## config.mk

```make
export PLATFORM = sky130hd
export DESIGN_NAME = vrf_writeback
export DESIGN_NICKNAME = d
export VERILOG_FILES = /design/src/rtl/vlane_pkg.sv /design/src/rtl/wb_fifo.sv /design/src/rtl/vrf_writeback.sv
export SDC_FILE = /design/constraint.sdc
export NUM_CORES = 1
export LEC_CHECK = 0
export CORE_ASPECT_RATIO = 0.9
export CORE_MARGIN = 10
export CORE_UTILIZATION = 45
export CTS_CLUSTER_DIAMETER = 200
export CTS_CLUSTER_SIZE = 12
export DETAILED_ROUTE_END_ITERATION = 6
export GPL_TIMING_DRIVEN = 0
export PLACE_DENSITY = 0.66
export SLEW_MARGIN = 20
export SYNTH_ARGS = -nofsm -noshare
export SYNTH_HDL_FRONTEND = slang
export SYNTH_SLANG_ARGS = --single-unit
```

## constraint.sdc

```tcl
create_clock -name clk -period 17.7 [get_ports clk]
set_input_delay 3.54 -clock clk [delete_from_list [all_inputs] [get_ports clk]]
set_output_delay 3.54 -clock clk [all_outputs]
set_load 0.01 [all_outputs]
```

## src/rtl/vlane_pkg.sv

```systemverilog
// Shared types for the vector-lane writeback path: SEW codes, packer FSM state
// and the writeback FIFO entry. Entry fields are sized for the widest lane (64b, 8 words).
package vlane_pkg;
    localparam int VLANE_DATA_W = 64;
    localparam int VLANE_WORD_W = 3;
    localparam int VLANE_BE_W   = VLANE_DATA_W / 8;

    typedef enum logic [2:0] {
        SEW_8  = 3'd0,
        SEW_16 = 3'd1,
        SEW_32 = 3'd2,
        SEW_64 = 3'd3
    } sew_e;

    typedef enum logic {
        PK_IDLE  = 1'b0,
        PK_ACCUM = 1'b1
    } pk_state_e;

    typedef struct packed {
        logic [4:0]              addr;
        logic [VLANE_WORD_W-1:0] word;
        logic [VLANE_DATA_W-1:0] data;
        logic [VLANE_BE_W-1:0]   be;
    } wb_entry_t;
endpackage

```

## src/rtl/wb_fifo.sv

```systemverilog
// Writeback output buffer: DEPTH-entry circular FIFO, head shown combinationally
// and forced to zero when empty so the VRF port idles at all-zero.
module wb_fifo
    import vlane_pkg::*;
#(
    parameter int DEPTH = 4
) (
    input  logic                   clk,
    input  logic                   rst,
    input  logic                   push,
    input  wb_entry_t              push_data,
    input  logic                   pop,
    output wb_entry_t              head,
    output logic                   empty,
    output logic [$clog2(DEPTH):0] count
);
    localparam int PW = $clog2(DEPTH);

    wb_entry_t        mem [DEPTH];
    logic [PW-1:0]    wptr, rptr;

    assign empty = (count == '0);
    assign head  = empty ? '0 : mem[rptr];

    // Pointers wrap naturally since DEPTH is a power of two.
    always_ff @(posedge clk) begin
        if (rst) begin
            wptr  <= '0;
            rptr  <= '0;
            count <= '0;
        end else begin
            if (push) begin
                mem[wptr] <= push_data;
                wptr      <= wptr + 1'b1;
            end
            if (pop)
                rptr <= rptr + 1'b1;
            case ({push, pop})
                2'b10:   count <= count + 1'b1;
                2'b01:   count <= count - 1'b1;
                default: ;
            endcase
        end
    end
endmodule

```

## src/rtl/vrf_writeback.sv

```systemverilog
// VRF writeback stage: packs compare-mask beats into full register words and buffers
// all writes in wb_fifo. Define VRF_WB_BYPASS_EN to let non-mask beats skip an empty FIFO.
module vrf_writeback
    import vlane_pkg::*;
#(
    parameter int DATA_WIDTH       = 64,
    parameter int EXECUTION_OUTPUT = 64,
    parameter int FIFO_DEPTH       = 4,
    parameter int WORD_W           = 3
) (
    input  logic                          clk,
    input  logic                          rst,
    input  logic                          valid_i,
    output logic                          ready_o,
    input  logic [EXECUTION_OUTPUT-1:0]   result_i,
    input  logic                          masked_write_back_i,
    input  logic [2:0]                    sew_i,
    input  logic [4:0]                    dst_i,
    input  logic [WORD_W-1:0]             word_i,
    input  logic                          last_i,
    output logic                          wr_en_o,
    input  logic                          wr_ready_i,
    output logic [4:0]                    wr_addr_o,
    output logic [WORD_W-1:0]             wr_word_o,
    output logic [DATA_WIDTH-1:0]         wr_data_o,
    output logic [DATA_WIDTH/8-1:0]       wr_be_o,
    output logic [$clog2(FIFO_DEPTH):0]   count_o
);
    localparam int BE_W  = DATA_WIDTH / 8;
    localparam int OFF_W = $clog2(DATA_WIDTH) + 1;
    localparam int CNT_W = $clog2(FIFO_DEPTH) + 1;

    pk_state_e             state, state_nx;
    sew_e                  sew_q, sew_eff;
    logic [4:0]            dst_q, dst_eff;
    logic [OFF_W-1:0]      off_q, off_nx, nbits, fill;
    logic [WORD_W-1:0]     mword_q, mword_nx;
    logic [DATA_WIDTH-1:0] acc_q, acc_nx, res_dw, beat_bits, acc_sum;

    logic                  accept, mask_beat, bypass, push, pop, fifo_empty;
    logic [CNT_W-1:0]      count;
    wb_entry_t             push_entry, nm_entry, head, out;

    assign ready_o   = !rst && (count < CNT_W'(FIFO_DEPTH));
    assign accept    = valid_i && ready_o;
    assign mask_beat = accept && masked_write_back_i;

`ifdef VRF_WB_BYPASS_EN
    assign bypass = accept && !masked_write_back_i && fifo_empty && wr_ready_i;
`else
    assign bypass = 1'b0;
`endif

    always_comb begin
        nm_entry      = '0;
        nm_entry.addr = dst_i;
        nm_entry.word = VLANE_WORD_W'(word_i);
        nm_entry.data = VLANE_DATA_W'(DATA_WIDTH'(result_i));
        nm_entry.be   = VLANE_BE_W'({BE_W{1'b1}});
    end

    // Mask slice: the first beat of an instruction supplies sew/dst, later beats reuse the latch.
    always_comb begin
        sew_eff   = (state == PK_IDLE) ? sew_e'(sew_i) : sew_q;
        dst_eff   = (state == PK_IDLE) ? dst_i : dst_q;
        nbits     = OFF_W'(DATA_WIDTH >> (3 + int'(sew_eff)));
        res_dw    = DATA_WIDTH'(result_i);
        beat_bits = res_dw & ~({DATA_WIDTH{1'b1}} << nbits);
        acc_sum   = acc_q | (beat_bits << off_q);
        fill      = off_q + nbits;
    end

    always_ff @(posedge clk) begin
        if (rst) begin
            state   <= PK_IDLE;
            off_q   <= '0;
            mword_q <= '0;
            acc_q   <= '0;
            sew_q   <= SEW_8;
            dst_q   <= '0;
        end else begin
            state   <= state_nx;
            off_q   <= off_nx;
            mword_q <= mword_nx;
            acc_q   <= acc_nx;
            if (mask_beat && state == PK_IDLE) begin
                sew_q <= sew_e'(sew_i);
                dst_q <= dst_i;
            end
        end
    end

    always_comb begin
        state_nx = state;
        if (mask_beat)
            state_nx = last_i ? PK_IDLE : PK_ACCUM;
    end

    always_comb begin
        push       = 1'b0;
        push_entry = '0;
        off_nx     = off_q;
        mword_nx   = mword_q;
        acc_nx     = acc_q;
        if (mask_beat) begin
            acc_nx = acc_sum;
            off_nx = fill;
            if (fill >= OFF_W'(DATA_WIDTH) || last_i) begin
                push            = 1'b1;
                push_entry.addr = dst_eff;
                push_entry.word = VLANE_WORD_W'(mword_q);
                push_entry.data = VLANE_DATA_W'(acc_sum);
                // Bytes touched by the fill; a full word enables every byte.
                for (int b = 0; b < BE_W; b++)
                    push_entry.be[b] = (OFF_W'(b * 8) < fill);
                acc_nx   = '0;
                off_nx   = '0;
                mword_nx = last_i ? '0 : mword_q + 1'b1;
            end
        end else if (accept && !bypass) begin
            push       = 1'b1;
            push_entry = nm_entry;
        end
    end

    assign pop = !fifo_empty && wr_ready_i;

    wb_fifo #(.DEPTH(FIFO_DEPTH)) u_fifo (
        .clk       (clk),
        .rst       (rst),
        .push      (push),
        .push_data (push_entry),
        .pop       (pop),
        .head      (head),
        .empty     (fifo_empty),
        .count     (count)
    );

    always_comb begin
        wr_en_o = !fifo_empty;
        out     = head;
        if (bypass) begin
            wr_en_o = 1'b1;
            out     = nm_entry;
        end
    end

    assign wr_addr_o = out.addr;
    assign wr_word_o = WORD_W'(out.word);
    assign wr_data_o = DATA_WIDTH'(out.data);
    assign wr_be_o   = BE_W'(out.be);
    assign count_o   = count;
endmodule

```

Word-level counts from Yosys, hierarchy flattened
Memories as Yosys holds them, arrays and structs flattened. A register that Yosys moved wholly into a read port is not among the register bits.
Index checks and enable logic that the tools add are counted.
Operators by class
  $add $sub $neg: 7
  magnitude comparators: 10
  eq/ne operators: 2
  shift operators: 3
  multiplexer cells: 19
  bitwise logic cells: 4
  reduce and logical (&&, ||, !) cells: 11
Operator list (number)
  80-bit two-way mux: 4
  64-bit bitwise AND: 1
  64-bit two-way mux: 1
  64-bit inverter: 1
  64-bit OR: 1
  64-bit by 7-bit << shifter with 64-bit output: 1
  64-bit by 7-bit << shifter with 64-bit output (first input constant): 1
  6-bit by 7-bit less-than comparator with 1-bit output (first input constant): 4
  5-bit by 7-bit less-than comparator with 1-bit output (first input constant): 2
  7-bit adder: 1
  7-bit >= comparator (second input constant): 1
  1-bit by 7-bit less-than comparator with 1-bit output (first input constant): 1
  4-bit by 7-bit less-than comparator with 1-bit output (first input constant): 1
  1-bit two-way mux: 7
  7-bit two-way mux: 1
  7-bit by 4-bit >> shifter with 7-bit output (first input constant): 1
  3-bit by 1-bit adder with 3-bit output (second input constant): 2
  3-bit two-way mux: 2
  3-bit one-hot mux with 2 select lines: 1
  1-bit logical AND: 5
  5-bit two-way mux: 1
  2-bit by 1-bit adder with 2-bit output (second input constant): 2
  2-bit by 3-bit adder with 4-bit output (first input constant): 1
  2-bit two-way mux: 2
  other kinds (10): 11
Storage, ports and cells
  bits in registers: 90
  bits in writable memories: 320
  bits of input ports: 81
  output and inout bits: 85
  logic and storage cells: 66
  memories kept: 1
Memories
  u_fifo.mem: depth 4, bits a word 80, rd ports 1, clocked after memory_dff 1, wr ports 1, line wb_fifo.sv:19  | wb_entry_t mem [DEPTH];

Depth between registers and ports, before layout
Gate-level depths: netlist of run 1.
  depth after elaboration: 11
  gate-level depth with buffers: 18
  gate-level depth less buffers: 15

Cells and area by module
Synthesis of run 1 repeated with hierarchy kept, for this count alone.
Second synthesis, totals
  cell total of the unflattened synthesis: 1311
  area total of the unflattened synthesis: 18330.1 µm²
Modules (own cells, without submodules)
  wb_fifo: instances 1, cells each 553, area an instance 12519.5 µm²
  vrf_writeback: instances 1, cells each 758, area an instance 5810.6 µm²

Worst setup path after synthesis of run 1
OpenSTA, ideal clock, no wires.
  path kind: input -> register
  start point: input sew_i[2]
  end point: memory u_fifo.mem[0][0] (netlist bit) (enable)
  library setup time: 0.529 ns
  arrival: 9.048 ns
  required time: 17.171 ns
  slack: 8.124 ns
  cell stages on the path: 10
  cell sequence: mux2_2 a21oi_1 ha_1 inv_1 fa_1 nand2b_1 a21o_1 a211oi_2 nor2_1 nor2b_1
On the way
  longest elaborated chain between the ends: 11
RTL lines
  from (decl): line vrf_writeback.sv:17  | input logic [2:0] sew_i,
  3-bit two-way mux: line vrf_writeback.sv:64  | sew_eff = (state == PK_IDLE) ? sew_e'(sew_i) : sew_q;
  2-bit by 3-bit adder with 4-bit output: line vrf_writeback.sv:66  | nbits = OFF_W'(DATA_WIDTH >> (3 + int'(sew_eff)));
  7-bit by 4-bit >> shifter with 7-bit output: line vrf_writeback.sv:66
  7-bit adder: line vrf_writeback.sv:70  | fill = off_q + nbits;
  7-bit >= comparator: line vrf_writeback.sv:108  | if (fill >= OFF_W'(DATA_WIDTH) || last_i) begin
  1-bit logical OR: line vrf_writeback.sv:108
  1-bit two-way mux: line vrf_writeback.sv:108
  1-bit two-way mux: line vrf_writeback.sv:105  | if (mask_beat) begin
  1-bit two-way mux: line wb_fifo.sv:32  | if (push) begin
  1-bit two-way mux: line wb_fifo.sv:27  | if (rst) begin
  1-bit two-way mux (not written as such): line wb_fifo.sv:33  | mem[wptr] <= push_data;
  to (decl): line wb_fifo.sv:19
Every way passes these cells.

Worst setup path after layout of run 1
  start point: input rst
  end point: output ready_o
On the way
  longest elaborated chain between the ends: 2
RTL lines
  from (decl): line vrf_writeback.sv:12  | input logic rst,
  1-bit zero test: line vrf_writeback.sv:44  | assign ready_o = !rst && (count < CNT_W'(FIFO_DEPTH));
  1-bit logical AND: line vrf_writeback.sv:44
  to (decl): line vrf_writeback.sv:14  | output logic ready_o,
Every way passes these cells.

==> results of run 1 <==
flip-flops by register name, summed over array words and instances (netlist names), named ones only:
| register | count |
|---|---|
| acc_q | 64 |
| dst_q | 5 |
| mword_q | 3 |
| off_q | 7 |
| sew_q | 3 |
| state | 1 |
| u_fifo.count | 3 |
| u_fifo.mem | 320 |
| u_fifo.rptr | 2 |
| u_fifo.wptr | 2 |
synthesized netlist by cell type (3+ instances only):
cell / count
dfxtp_1: 92
o22ai_1: 3
ha_1: 10
nand3b_1: 3
o21ai_0: 101
nor3_1: 16
xnor2_1: 5
mux4_2: 80
a22oi_1: 46
a32oi_1: 3
buf_2: 20
mux2i_1: 8
o211ai_1: 5
nor2_1: 69
o21ai_1: 17
nor2b_1: 10
xor2_1: 3
and3_1: 3
clkbuf_1: 54
mux2_2: 3
nand2_1: 101
buf_1: 5
o31ai_1: 4
nor4_1: 5
nand4_1: 3
a32o_1: 7
a31oi_1: 11
nor3b_1: 4
a22o_1: 9
or3_1: 4
a21oi_1: 63
a211oi_1: 4
inv_1: 14
edfxtp_1: 320
o21a_1: 4
nand2b_1: 10
nand3_1: 13
and2_1: 88
o21ai_2: 10
worst max-delay path, cell delays in order:
cell and delay (ns):
clkdlybuf4s50_1 0.50, nor2_1 0.29, clkdlybuf4s50_1 0.61
through the flow:
step	total power, mW	std cells	util [%]
floorplan	1.450	1276	-
finish	2.551	2053	56.00
detailed placement	1.794	1980	52.92
global route	2.662	2053	56.00
CTS	2.581	2053	55.98
global placement	1.784	1965	51.90
area by class of cell:
class / instances / area [um^2]
Fill cell: 3248 / 17000
Sequential cell: 412 / 11450
Multi-Input combinational cell: 768 / 5946
Timing Repair Buffer: 179 / 1994
Clock buffer: 70 / 1135
Tap cell: 525 / 656.9
Buffer: 81 / 341.6
Inverter: 15 / 56.30
Clock inverter: 3 / 48.80
cells by family (layout without fill, tap and decap cells):
kind of cell	after synthesis	count (layout)	synth area share, %
flip-flops	412	412	64.51
AND/OR/NAND/NOR	336	336	9.404
AO/OA/AOI/OAI	317	317	11.35
buffers and inverters	96	348	2.235
multiplexers	94	94	11.08
adder cells (fa/ha/maj)	12	12	0.9305
XOR/XNOR	9	9	0.4864
metal layers:
layer  vias up  routed length, um  share of wire, %  track usage, %
li1       5360                  -                 -               -
met1      6111              22550                43           29.88
met2       563              24660                47           34.18
met3        70               4348               8.2           4.121
met4         0               1309               2.5           6.185
met5         -                  0                 0               0
final timing paths:
| check | from | to | slack, ns | cells past startpoint |
|---|---|---|---|---|
| setup / recovery | rst | ready_o | 9.22 | 3 |
| hold / removal | acc_q[13] | acc_q[13] | 0.45 | 2 |
| setup reg to reg | state | u_fifo.count[2] | 12.95 | 16 |
| hold reg to reg | acc_q[13] | acc_q[13] | 0.45 | 2 |
report_power, final:
part	switching (mW)	internal [mW]	total (mW)
sequential	0.00893	1.07	1.07
combinational	0.333	0.347	0.680
clock	0.358	0.439	0.797
total	0.700	1.85	2.55
==> key figures, run 1 <==
Critical path
  • WS Path Type: primary input to primary output
  • CP max FO: 4
  • Crit path DAT: slightly below 5 ns
  • Critical Path Start Type: primary input
  • Worst EP required: approximately 14 ns
  • Crit path capture type: primary output

Cells and area
  • Share of layout cells above drive strength 1: 12.83%
  • Antenna diodes: 0
  • P&R area growth vs syn: 21.86%
  • Most frequent cells in the layout: edfxtp_1 (320), clkdlybuf4s50_1 (164), nand2_1 (101), o21ai_0 (101), dfxtp_1 (92)
  • Design area: around 22000 um^2
  • Final nets: around 1600
  • Commonest non-fill, non-tap cell in the layout: edfxtp_1

STA
  • Hold slack: ~0.45 ns
  • Relative max-transition margin: between 20 and 30%
  • Setup TNS: 0 ns
  • Worst Slack Setup Final: ~9.2 ns
  • Fin crit share: a little under half
  • RSZ-0062 raised after global routing: false
  • FMAX: 117.9 MHz
  • Final Skew: between 0.015 and 0.02 ns
  • Final Hold Viols: 0
  • Fin crit period: between 8 and 9 ns
  • Final setup fails: 0
  • Slew Viols, Final: 0
  • Worst slew pin tran: 1.045 ns

Logic synthesis
  • Top cells by area, synth: edfxtp_1 (54%), dfxtp_1 (10%), mux4_2 (10%), and2_1 (3.1%), o21ai_0 (2.8%)
  • Post-synthesis cell type count: 74
  • Cell taking the most area after synthesis: edfxtp_1
  • Synth warn: 0
  • Register area share after synthesis: about 65%
  • Syn Nets: between 1000 and 1500
  • Cell Area, Synth: 17750 um^2
  • Synthesized area per cell: around 14 um^2
  • Ys flop type: edfxtp_1
  • #FFs+latches synth: slightly above 400
  • Share of the synthesized area in the top cell type: 54.14%
  • EDFF count, synth: 320
  • Ys async rst share: 0%
  • Synth Instances: ~1300

GRT
  • First-pass GRT wire length: just under 80000 um
  • All-layer global routing usage: between 20% and 30%
  • Vias in the first global route: approximately 12000
  • GRT overflow: 0
  • Pin count of the biggest net entering global routing: 23
  • Initial antenna violation count: 0

Placement
  • Detailed-placement wirelength estimate: roughly 39000 um
  • Area of placed instances: slightly above 20000 um^2
  • PortBufs: between 150 and 200
  • Place WS: 9.200 ns
  • GPL Wtd Cong: approximately 0.96

Routing
  • Via count: 12100
  • Drt total wl: 52860 um
  • Via/cell ratio: 5.896
  • First-pass DRT Iterations: 5
  • Post-route ant nets: 0
  • WL/cell: ~26 um
  • DRC viols: 0
  • DRT iter0 DRCs: ~1500

Power
  • Power Density: 117.9 nW/um^2
  • Worst VDD drop: between 50 and 60 uV
  • Leak: about 6.9 nW

Clocking
  • CTS tree: done
  • Resized Gates After CTS: 0
  • Skew-Pair Late Insertion Delay: roughly 0.54 ns
  • Clock Sinks: between 400 and 500
  • Total setup buffers inserted after CTS: 0
  • Longest Clk Path Bufs: 3
  • Hold_buf cts: 0
  • Reg clk slew, reported paths: ~0.060 ns
  • Num CTS Buffers: 40
  • Clock root cell: clkbuf_16
  • CTS H-tree depth: 2

Floorplanning
  • DIE AREA: 47800 um^2
  • Core area: approximately 39000 um^2
  • Starting density of the core: 45.95%
  • Die W: approximately 230 um
  • DIE HEIGHT: between 200 and 250 um
  • Num rows: slightly below 70
  • I/O pin count: 166

Run status
  • Status: complete, no violations

Hold path
  • HP Class: flip-flop to flip-flop

Run
  • Max Cap Viol: 0
Note: power is estimated with default switching activity, not from simulation.
==> run 2, diff against run 1 <==
==> constraint.sdc (replaced) <==
create_clock -name clk -period 8.5 [get_ports clk]
set_input_delay 1.7 -clock clk [delete_from_list [all_inputs] [get_ports clk]]
set_output_delay 1.7 -clock clk [all_outputs]
set_load 0.01 [all_outputs]
==> results of run 2 <==
The final DEF is identical to that of run 1. Status: complete, no violations.
Among the figures that moved: setup slack after placement 9.200 ns -> 2.030 ns; setup slack after layout 9.221 ns -> 2.522 ns; start point of the critical path rst -> sew_i[2]; end point of the critical path ready_o -> u_fifo.count[2]; register-to-register setup slack 12.95 ns -> 3.75 ns; total power 2.551 mW -> 5.312 mW; worst IR drop on VDD 53.32 uV -> 111.0 uV
==> run 3, diff against run 2 <==
==> constraint.sdc (replaced) <==
create_clock -name clk -period 5.9 [get_ports clk]
set_input_delay 1.18 -clock clk [delete_from_list [all_inputs] [get_ports clk]]
set_output_delay 1.18 -clock clk [all_outputs]
set_load 0.01 [all_outputs]
==> results of run 3 <==
The final DEF is identical to that of run 1. Status: complete, no violations.
Among the figures that moved: setup slack after placement 9.200 ns -> -0.04983 ns; setup slack after layout 9.221 ns -> 0.4422 ns; start point of the critical path rst -> sew_i[2]; end point of the critical path ready_o -> u_fifo.count[2]; register-to-register setup slack 12.95 ns -> 1.15 ns; total power 2.551 mW -> 7.652 mW; worst IR drop on VDD 53.32 uV -> 160.0 uV
